<file path="src/rtl/grid_seq.sv">
// Solve sequencer for the node grid: resets the array, streams weights from the
// weight memory, clears the source node, then runs relaxation until quiet or timeout.
module grid_seq #(
    parameter int W       = 32,
    parameter int H       = 32,
    parameter int AW      = 10,
    parameter int XW      = 5,
    parameter int YW      = 5,
    parameter int QUIET   = 8,
    parameter int MAX_CYC = 65535,
    parameter int CW      = 16
) (
    input  logic          clk,
    input  logic          rst,
    input  logic          start,
    input  logic          abort,
    input  logic [XW-1:0] src_x,
    input  logic [YW-1:0] src_y,
    input  logic          mod_any,
    output logic          wmem_rd,
    output logic [AW-1:0] wmem_addr,
    input  logic [3:0]    wmem_data,
    output logic          grid_rst,
    output logic          grid_ld,
    output logic [AW-1:0] grid_ld_addr,
    output logic [3:0]    grid_ld_weight,
    output logic          grid_clr,
    output logic [AW-1:0] grid_clr_addr,
    output logic          busy,
    output logic          done,
    output logic          timeout,
    output logic          src_blocked,
    output logic [CW-1:0] cycles
);

    localparam int N    = W * H;
    localparam int CNTW = AW + 1;
    localparam int QW   = $clog2(QUIET) + 1;

    typedef enum logic [2:0] {
        S_IDLE,
        S_RST,
        S_LOAD,
        S_CLR,
        S_RUN,
        S_DONE
    } state_t;

    state_t          state, state_n;
    logic [CNTW-1:0] cnt, cnt_n;
    logic [QW-1:0]   quiet_cnt, quiet_n;
    logic [AW-1:0]   src_idx, src_idx_n;
    logic            src_oor, src_oor_n;

    logic            rd_n, grst_n, ld_n, clr_n, busy_n, done_n, timeout_n, blocked_n;
    logic [AW-1:0]   addr_n, ld_addr_n, clr_addr_n;
    logic [CW-1:0]   cycles_n, cyc_inc;
    logic            ld_blk;

    assign grid_ld_weight = grid_ld ? wmem_data : 4'h0;

    // Every output is computed from the next state so it lines up with the state register.
    always_comb begin
        state_n    = state;
        cnt_n      = cnt;
        quiet_n    = quiet_cnt;
        src_idx_n  = src_idx;
        src_oor_n  = src_oor;
        timeout_n  = timeout;
        blocked_n  = src_blocked;
        cycles_n   = cycles;
        rd_n       = 1'b0;
        addr_n     = '0;
        grst_n     = 1'b0;
        ld_n       = 1'b0;
        ld_addr_n  = '0;
        clr_n      = 1'b0;
        clr_addr_n = '0;
        done_n     = 1'b0;
        ld_blk     = src_blocked | (grid_ld && (grid_ld_addr == src_idx) && (wmem_data == 4'hF));
        cyc_inc    = (cycles == CW'(MAX_CYC)) ? cycles : cycles + 1'b1;

        if (abort && state != S_IDLE) begin
            state_n = S_IDLE;
        end else begin
            case (state)
                S_IDLE: begin
                    if (start) begin
                        state_n   = S_RST;
                        grst_n    = 1'b1;
                        src_idx_n = AW'(32'(src_y) * 32'(W) + 32'(src_x));
                        src_oor_n = (32'(src_x) >= 32'(W)) || (32'(src_y) >= 32'(H));
                        timeout_n = 1'b0;
                        blocked_n = 1'b0;
                        cycles_n  = '0;
                    end
                end
                S_RST: begin
                    state_n = S_LOAD;
                    cnt_n   = '0;
                    rd_n    = 1'b1;
                    addr_n  = '0;
                end
                S_LOAD: begin
                    // Load strobe trails the read strobe by one cycle, matching memory latency.
                    ld_n      = wmem_rd;
                    ld_addr_n = wmem_addr;
                    blocked_n = ld_blk;
                    cnt_n     = cnt + 1'b1;
                    if (cnt == CNTW'(N)) begin
                        state_n   = S_CLR;
                        blocked_n = ld_blk | src_oor;
                        if (!(ld_blk | src_oor)) begin
                            clr_n      = 1'b1;
                            clr_addr_n = src_idx;
                        end
                    end else if ((cnt + 1'b1) < CNTW'(N)) begin
                        rd_n   = 1'b1;
                        addr_n = AW'(cnt + 1'b1);
                    end
                end
                S_CLR: begin
                    if (src_blocked) begin
                        state_n = S_DONE;
                        done_n  = 1'b1;
                    end else begin
                        state_n = S_RUN;
                        quiet_n = '0;
                    end
                end
                S_RUN: begin
                    cycles_n = cyc_inc;
                    quiet_n  = mod_any ? '0 : quiet_cnt + 1'b1;
                    if (!mod_any && quiet_cnt == QW'(QUIET - 1)) begin
                        state_n = S_DONE;
                        done_n  = 1'b1;
                    end else if (cyc_inc == CW'(MAX_CYC)) begin
                        state_n   = S_DONE;
                        timeout_n = 1'b1;
                        done_n    = 1'b1;
                    end
                end
                S_DONE: state_n = S_IDLE;
                default: state_n = S_IDLE;
            endcase
        end

        busy_n = (state_n != S_IDLE);
    end

    always_ff @(posedge clk) begin
        if (rst) begin
            state         <= S_IDLE;
            cnt           <= '0;
            quiet_cnt     <= '0;
            src_idx       <= '0;
            src_oor       <= 1'b0;
            wmem_rd       <= 1'b0;
            wmem_addr     <= '0;
            grid_rst      <= 1'b0;
            grid_ld       <= 1'b0;
            grid_ld_addr  <= '0;
            grid_clr      <= 1'b0;
            grid_clr_addr <= '0;
            busy          <= 1'b0;
            done          <= 1'b0;
            timeout       <= 1'b0;
            src_blocked   <= 1'b0;
            cycles        <= '0;
        end else begin
            state         <= state_n;
            cnt           <= cnt_n;
            quiet_cnt     <= quiet_n;
            src_idx       <= src_idx_n;
            src_oor       <= src_oor_n;
            wmem_rd       <= rd_n;
            wmem_addr     <= addr_n;
            grid_rst      <= grst_n;
            grid_ld       <= ld_n;
            grid_ld_addr  <= ld_addr_n;
            grid_clr      <= clr_n;
            grid_clr_addr <= clr_addr_n;
            busy          <= busy_n;
            done          <= done_n;
            timeout       <= timeout_n;
            src_blocked   <= blocked_n;
            cycles        <= cycles_n;
        end
    end

endmodule
</file>
<file path="config.mk">
export PLATFORM = sky130hd
export DESIGN_NAME = grid_seq
export DESIGN_NICKNAME = d
export VERILOG_FILES = /design/src/rtl/grid_seq.sv
export SDC_FILE = /design/constraint.sdc
export NUM_CORES = 1
export LEC_CHECK = 0
export CAP_MARGIN = 20
export CORE_MARGIN = 2
export CORE_UTILIZATION = 50
export CTS_CLUSTER_DIAMETER = 80
export DETAILED_ROUTE_END_ITERATION = 6
export PLACE_DENSITY = 0.89
export SYNTH_ARGS = -nofsm -noshare
export SYNTH_HDL_FRONTEND = slang
export SYNTH_SLANG_ARGS = --single-unit
</file>
<file path="constraint.sdc">
create_clock -name clk -period 4.68 [get_ports clk]
set_clock_uncertainty 0.1 [all_clocks]
set_input_delay 1.404 -clock clk [delete_from_list [all_inputs] [get_ports clk]]
set_output_delay 1.404 -clock clk [all_outputs]
set_load 0.005 [all_outputs]
</file>
==> results.cfg, run 1 <==
[run]
maxCapViolations = 0

[floorplan]
coreArea_um2 = 6910
boundaryPins = 77
die_y_um = 89.0
num_rows = 30
start_util_pct = 52.3
die_x_um = 89.0
die-area_um2 = 7920

[hold_path]
hold_class = register to register

[yosys]
yosysUniqueCellTypes = 45
synth-seq-cells = 82
synth_top_area_cell = dfxtp_1
async_reset_ff_share_pct = 0
synth_nets = 458
yosysSeqAreaShare_pct = 45.5
syn-mean-instance-area_um2 = 8.30
synth_edf_count = 0
synth_compound_area_share_pct = 15.7
synth_xor_area_share_pct = 5.34
synthTopCellsByArea = dfxtp_1, nor2_1, a21oi_1, xnor2_1, nand2_1
yosys_warnings = 0
synth-simple-area-share_pct = 28.3
synth.top_cell.area_share_pct = 45.5
syn_inst = 435
synth_top_family_by_area = simple AND/OR/NAND/NOR gates
ys.flop_type = dfxtp_1
syn_area_um2 = 3610
synth-adder-area-share_pct = 1.39
synth_mux_area_share_pct = 0.832

[sta]
hold_viol = 0
tightestPinTransition_ns = 0.931
fmax_ghz = 0.247
rsz0062_at_grt = false
timing.setup.tns_ns = 0
min_period_ns = 4.05
slew_headroom_pct = 37.5
holdWs_ns = 0.369
slew_viol_final = 0
setup_viol = 0
post-route-period-util_pct = 86.6

[setup_path]
crit_required_ns = 3.18
path_max_fanout = 2
arrival_ns = 2.55
end_kind = primary output
worstSetupStartpointType = input port
crit_type = input port to primary output

[cells_and_area]
final-seq-area_um2 = 1640
multi_input_area_um2 = 1860
design_area_um2 = 4650
fill_cells = 561
fin_nets = 528
final_common_cell = dfxtp_1
stdcell_count = 606
n_antenna_cell = 0
area_growth_syn_to_layout_pct = 28.7
drive_gt1_share_pct = 5.49
final_cell_mix = dfxtp_1, clkdlybuf4s50_1, nor2_1, nand2_1, a21oi_1

[routing]
route.vias.total = 3415
first_iter_violations = 174
drc = 0
drt_first_pass_iters = 5
post_drt_wl_per_cell_um = 15.2
routed_wl_mm = 9.21
ant_nets = 0
vias_per_cell = 5.64

[global_routing]
grt_max_degree = 44
overflow = 0
grt_antenna_before_repair = 0
grt_usage_pct = 23.6
grt_pass1_wl_mm = 14.6
grt_pass1_vias = 3090

[clock_network]
htreeDepth = 3
numCtsBuffers = 9
clk_pin_slew_ns = 0.09
clkLatencyLatePin_ns = 0.35
cts_resized = 0
numClockSinks = 82
cts_tree = built
root_buffer = clkbuf_8
cts_buffer_depth = 2
hold_buffers = 0
cts_setup_buffers = 0

[placed_design]
dp.cells = 590
portBuffers = 76
dpl.hpwl_mm = 6.60
dpl_cell_area_um2 = 4440
routabilityCongestion = 0.875

[pwr]
powerDensity_nw_per_um2 = 290
p_leak_nw = 1.58
vdd_drop_max_mv = 0.151

[run_status]
outcome = complete, no violations
-- synth_stat cells, types with 2 or more instances --
master and instances:
a21oi_1 39, a22oi_1 8, a311oi_1 5, a31oi_1 6, and2_1 26, and3_1 13, buf_2 3, clkbuf_1 17
dfxtp_1 82, ha_1 4, inv_1 7, mux2i_1 3, nand2_1 45, nand2b_1 5, nand3_1 10, nand3_2 2
nand4_1 10, nor2_1 55, nor2b_1 2, nor3_1 16, nor3_2 2, nor3b_1 2, nor4_1 4, nor4_2 2
o21ai_0 27, xnor2_1 20, xor2_1 2
-- registers in the layout, summed over array words and instances, names as in the netlist --
register,cells
cycles,16
cnt,11
grid_clr_addr,10
grid_ld_addr,10
src_idx,10
wmem_addr,10
quiet_cnt,4
state,3
busy,1
done,1
grid_clr,1
grid_ld,1
grid_rst,1
src_blocked,1
timeout,1
wmem_rd,1
-- kinds of logic after synthesis --
group	after synthesis
adder cells (fa/ha/maj)	4
AO/OA/AOI/OAI	95
multiplexers	3
XOR/XNOR	22
AND/OR/NAND/NOR	202
flip-flops	82
buffers and inverters	27
-- final cells by class --
| cell class | count | share of cell area [%] |
|---|---|---|
| multi-input combinational | 326 | 40.1 |
| sequential | 82 | 35.3 |
| timing repair buffer | 79 | 16.9 |
| clock buffer | 10 | 2.96 |
| tap | 96 | 2.58 |
| clock inverter | 6 | 1.59 |
| inverter | 7 | 0.565 |
-- where the power goes --
part | internal [mW] | leakage, nW | switching [mW] | total [mW]
Clock | 0.268 | 0.101 | 0.274 | 0.542
Sequential | 0.707 | 0.663 | 0.0117 | 0.719
Combinational | 0.0380 | 0.815 | 0.0499 | 0.0879
Total | 1.01 | 1.58 | 0.336 | 1.35
-- worst max-delay path, stage by stage --
cell and delay [ns]:
clkdlybuf4s50_1 0.47, and2_1 0.16, clkdlybuf4s50_1 0.51
-- stage by stage --
stage | setup slack [ns] | utilization (%) | power (mW)
final | 0.628 | 67.3 | 1.35
after global routing | 0.630 | 67.3 | 1.39
after CTS | 0.647 | 67.3 | 1.35
after detailed placement | 0.647 | 64.2 | 0.820
after global placement | 0.693 | 64.2 | 0.816
after floorplan | 1.62 | - | 0.782
-- path summary, 6_finish.rpt --
| kind | startpoint | endpoint | slack, ns | cells after the start |
|---|---|---|---|---|
| worst max-delay path | wmem_data[2] | grid_ld_weight[2] | 0.63 | 3 |
| worst min-delay path | wmem_addr[6] | grid_ld_addr[6] | 0.37 | 1 |
| worst min register to register | wmem_addr[6] | grid_ld_addr[6] | 0.37 | 1 |
| worst max register to register | cycles[0] | cycles[5] | 2.08 | 7 |
-- routing by layer --
metal  up-vias  wire length (um)  track usage, %  part of all wire (%)
li1       1670                 -               -                     -
met4         0               159            9.63                   1.7
met3        16               396            3.60                   4.3
met2       105              4670            39.4                    51
met5         -                 0               0                     0
met1      1624              3980            30.5                    43
Note: power is estimated with default switching activity, not from simulation.
==> run 2: changes to the inputs <==
--- a/config.mk
+++ b/config.mk
@@ -11,6 +11,7 @@
 export CTS_CLUSTER_DIAMETER = 80
 export DETAILED_ROUTE_END_ITERATION = 6
 export PLACE_DENSITY = 0.89
+export RECOVER_POWER = 100
 export SYNTH_ARGS = -nofsm -noshare
 export SYNTH_HDL_FRONTEND = slang
 export SYNTH_SLANG_ARGS = --single-unit
==> run 2 against run 1 <==
  * The flow now finishes with violations (max-capacitance violations, max-slew violations)
  * Register-to-register slack worse by 0.02 ns
  * Clock power hardly changed
  * Fmax is 1.5% lower
  * Worst hold slack worse by 0.0062 ns
  * Sequential power hardly changed
  * First-iteration DRC count is 0.57% lower
  * Cell count is 0.17% higher
  * Worst setup slack worse by 0.063 ns
  * Via count is 0.82% higher
==> results.cfg, run 2 (same netlist as run 1, synthesis figures left out) <==
[routing]
drt_first_pass_iters = 5
route.vias.total = 3443
first_iter_violations = 173
routed_wl_mm = 9.26
vias_per_cell = 5.67
post_drt_wl_per_cell_um = 15.3
ant_nets = 0
drc = 0

[global_routing]
grt_max_degree = 44
grt_pass1_vias = 3090
grt_usage_pct = 23.6
grt_pass1_wl_mm = 14.6
grt_antenna_before_repair = 0
overflow = 0

[floorplan]
start_util_pct = 52.3
coreArea_um2 = 6910
boundaryPins = 77
die_y_um = 89.0
num_rows = 30
die_x_um = 89.0
die-area_um2 = 7920

[cells_and_area]
area_growth_syn_to_layout_pct = 28.6
drive_gt1_share_pct = 5.10
fill_cells = 562
final_cell_mix = dfxtp_1, dlygate4sd3_1, nor2_1, nand2_1, a21oi_1
largest_register_ffs = 16
fin_nets = 528
reg_top3 = cycles x16, cnt x11
final_common_cell = dfxtp_1
largest-register = cycles
final_util_pct = 67.2

[setup_path]
worstSetupStartpointType = input port
crit_path_start = wmem_data[2]
crit_type = input port to primary output
crit_required_ns = 3.18
rr_worst_depth = 5
r2r-start = state[1]
timing.rr.end = wmem_rd
rrSetupSlack_ns = 2.06
end_kind = primary output
path_max_fanout = 2
arrival_ns = 2.61

[placed_design]
routabilityCongestion = 0.875
portBuffers = 76
dpl.hpwl_mm = 6.60

[sta]
tightestPinTransition_ns = 1.95
timing.setup.tns_ns = 0
post-route-period-util_pct = 87.9
min_period_ns = 4.11
hold_viol = 0
rsz0062_at_grt = false
slew_viol_final = 44
setup_viol = 0
fmax_ghz = 0.243
slew_headroom_pct = -29.9

[hold_path]
whs_path_depth = 1
hold-path-endpoint = grid_ld_addr[6]
hold_class = register to register
hold_start = wmem_addr[6]

[clock_network]
htreeDepth = 3
cts_tree = built
numClockSinks = 82
cts_buffer_depth = 2
cts_setup_buffers = 0
cts_resized = 0
numCtsBuffers = 9
clk_pin_slew_ns = 0.09
hold_buffers = 0
root_buffer = clkbuf_8
clkLatencyLatePin_ns = 0.35

[pwr]
p_leak_nw = 1.76
vdd_drop_max_mv = 0.149
p_total_mw = 1.35
powerDensity_nw_per_um2 = 290

[run]
maxCapViolations = 1

[run_status]
failed_checks = max-capacitance violations, max-slew violations
outcome = finished, violations left
## run 2: changes by cell type in the layout (fill, tap and decap cells not counted), sizes merged
cell           delta
buf               -2
clkbuf            +2
clkdlybuf4s50    -61
diode             +1
dlygate4sd3      +61
## run 2: final cells by class
cell class	instances	area, um^2	area share, %
Sequential cell	82	1640	35.4
Inverter	7	26.3	0.566
Timing Repair Buffer	79	776	16.7
Antenna cell	1	2.50	0.0539
Clock inverter	6	73.8	1.59
Clock buffer	10	138	2.96
Multi-Input combinational cell	326	1860	40.2
Tap cell	96	120	2.59
## run 2: how the worst max path moves through the flow
| stage | end | slack (ns) |
|---|---|---|
| detailed placement | grid_ld_weight[2] | 0.65 |
| global placement | grid_ld_weight[2] | 0.69 |
| global route | grid_ld_weight[2] | 0.57 |
| finish | grid_ld_weight[2] | 0.57 |
| CTS | grid_ld_weight[2] | 0.65 |
| floorplan | grid_ld_weight[2] | 1.62 |
## run 2: power breakdown
group | leakage [nW] | total [mW] | switching (mW) | internal, mW
clock network | 0.101 | 0.542 | 0.274 | 0.268
logic | 0.998 | 0.0860 | 0.0497 | 0.0363
registers | 0.663 | 0.719 | 0.0117 | 0.707
## run 2: per-stage QoR
stage | hold WS, ns | area, um^2 | worst slack, ns | cells
2_1_floorplan | 0.349 | 3610 | 1.62 | 435
3_3_place_gp | 0.348 | 4440 | 0.693 | 590
3_5_place_dp | 0.347 | 4440 | 0.647 | 590
4_1_cts | 0.371 | 4650 | 0.647 | 606
5_1_grt | 0.389 | 4640 | 0.566 | 606
6_report | 0.363 | 4640 | 0.565 | 607
## run 2: per-layer routing
| layer | vias to the layer above | GRT usage, % | part of all wire (%) |
|---|---|---|---|
| met3 | 17 | 3.60 | 4.8 |
| met4 | 0 | 9.63 | 1.8 |
| li1 | 1669 | - | - |
| met1 | 1641 | 30.5 | 43 |
| met2 | 116 | 39.4 | 50 |
| met5 | - | 0 | 0 |
## run 2: critical path: stages
cell and delay [ns]:
clkdlybuf4s50_1 0.47, and2_1 0.16, dlygate4sd3_1 0.58
==> run 3: changes to the inputs <==
--- a/config.mk
+++ b/config.mk
@@ -10,8 +10,10 @@
 export CORE_UTILIZATION = 50
 export CTS_CLUSTER_DIAMETER = 80
 export DETAILED_ROUTE_END_ITERATION = 6
+export GPL_ROUTABILITY_DRIVEN = 0
 export PLACE_DENSITY = 0.89
 export RECOVER_POWER = 100
+export SETUP_SLACK_MARGIN = 0.5
 export SYNTH_ARGS = -nofsm -noshare
 export SYNTH_HDL_FRONTEND = slang
 export SYNTH_SLANG_ARGS = --single-unit
==> run 3 against run 2 <==
  * Critical endpoint unchanged
  * Non-clock buffer count is 1 higher
  * Core utilization is 0.25 points lower
  * First-iteration DRC count is 26% higher
  * Combinational power is 2% higher
  * Largest cell class unchanged
  * Sequential power hardly changed
  * Count of clock-buffer cells in the layout is 1 higher
  * Critical path type unchanged
  * Largest power group unchanged
  * Worst hold slack hardly changed
  * Worst setup slack better by 0.019 ns
  * Wire length is 0.62% higher
  * The run still ends with max-capacitance violations, max-slew violations left
  * Final area is 0.38% lower
==> results.cfg, run 3 (same netlist as run 1, synthesis figures left out) <==
[setup_path]
end_kind = primary output
timing.rr.end = wmem_addr[6]
crit_required_ns = 3.18
arrival_ns = 2.59
path_max_fanout = 2
r2r-start = state[1]
rr_worst_depth = 5
worstSetupEndpoint = grid_ld_weight[2]
rrSetupSlack_ns = 2.06
worstSetupStartpointType = input port
crit_type = input port to primary output
crit_path_start = wmem_data[2]

[floorplan]
die_y_um = 89.0
die-area_um2 = 7920
num_rows = 30
start_util_pct = 52.3
die_x_um = 89.0
coreArea_um2 = 6910
boundaryPins = 77

[cells_and_area]
final_common_cell = dfxtp_1
drive_gt1_share_pct = 4.70
design_area_um2 = 4620
area_growth_syn_to_layout_pct = 28.1
fin_nets = 529
stdcell_count = 607
n_antenna_cell = 0
final_cell_mix = dfxtp_1, dlygate4sd3_1, nor2_1, nand2_1, a21oi_1
largest_register_ffs = 16
largest-register = cycles
fill_cells = 592
reg_top3 = cycles x16, cnt x11
final_util_pct = 67.0

[clock_network]
numCtsBuffers = 9
hold_buffers = 0
cts_resized = 0
root_buffer = clkbuf_8
numClockSinks = 82
cts_setup_buffers = 0
clkLatencyLatePin_ns = 0.35
cts_tree = built
cts_buffer_depth = 2
clk_pin_slew_ns = 0.08
htreeDepth = 3

[pwr]
p_seq_share_pct = 54.7
switching_power_uw = 321
cellInternalPower_uw = 994
switching_share_pct = 24.4
p_leak_nw = 1.75
pwr-share-clk_pct = 38.7
p_comb_share_pct = 6.6
vdd_drop_max_mv = 0.149
powerDensity_nw_per_um2 = 284

[placed_design]
dpl_cell_area_um2 = 4440
portBuffers = 76
dpl.hpwl_mm = 6.66
dp.cells = 591

[sta]
fmax_ghz = 0.244
post-route-period-util_pct = 87.5
rsz0062_at_grt = false
min_period_ns = 4.10
tightestPinTransition_ns = 1.77
slew_viol_final = 41
setup_viol = 0
hold_viol = 0
slew_headroom_pct = -18.1
timing.setup.tns_ns = 0

[global_routing]
met2_usage_pct = 39.2
grt_pass1_vias = 3130
grt_antenna_before_repair = 0
overflow = 0
gr-usage-met1_pct = 29.6
top_usage_layer = met2
grt_usage_pct = 23.5
gr-usage-met3_pct = 3.88
grt_pass1_wl_mm = 14.6
grt_max_degree = 41

[routing]
routed_wl_mm = 9.32
first_iter_violations = 218
ant_nets = 0
vias_per_cell = 5.69
route.vias.total = 3454
post_drt_wl_per_cell_um = 15.4
drt_first_pass_iters = 5
drc = 0

[run_status]
outcome = finished, violations left
failed_checks = max-capacitance violations, max-slew violations

[hold_path]
hold_class = register to register
hold_start = wmem_addr[9]

[run]
maxCapViolations = 1
## run 3: metal layers
layer,up-vias,share of wire [%]
li1,1672,-
met2,128,50
met3,22,5.2
met5,-,0
met4,0,2.8
met1,1632,42
## run 3: power by group through the flow
stage / clock (mW) / combinational [mW] / sequential [mW]
final: 0.509 / 0.0874 / 0.719
after global routing: 0.541 / 0.0969 / 0.720
after CTS: 0.513 / 0.0883 / 0.718
after detailed placement: 0 / 0.0870 / 0.735
after global placement: 0 / 0.0828 / 0.734
after floorplan: 0 / 0.0525 / 0.730
## run 3: worst min path at each step
stage                            endpoint  depth (start not counted)
after floorplan              wmem_addr[0]                          1
after global placement    grid_ld_addr[0]                          1
final                     grid_ld_addr[9]                          1
after global routing      grid_ld_addr[9]                          1
after detailed placement  grid_ld_addr[9]                          1
after CTS                 grid_ld_addr[9]                          1
## run 3: per-stage QoR
step                      hold WS (ns)  total power, mW  setup WS [ns]
final                            0.363             1.32          0.585
after floorplan                  0.349            0.782           1.62
after global routing             0.377             1.36          0.537
after detailed placement         0.354            0.822          0.655
after CTS                        0.375             1.32          0.655
after global placement           0.346            0.817          0.694
## run 3: layout make-up
type	count	area (um^2)	share of cell area, %
well taps	96	120	2.60
flip-flops and latches	82	1640	35.5
multi-input cells	326	1860	40.2
inverters	7	26.3	0.568
repair buffers	80	783	16.9
clock buffers	11	131	2.84
clock inverters	5	62.6	1.35
## run 3: critical path, stage by stage
cell and delay (ns):
clkdlybuf4s50_1 0.46, and2_1 0.15, dlygate4sd3_1 0.57
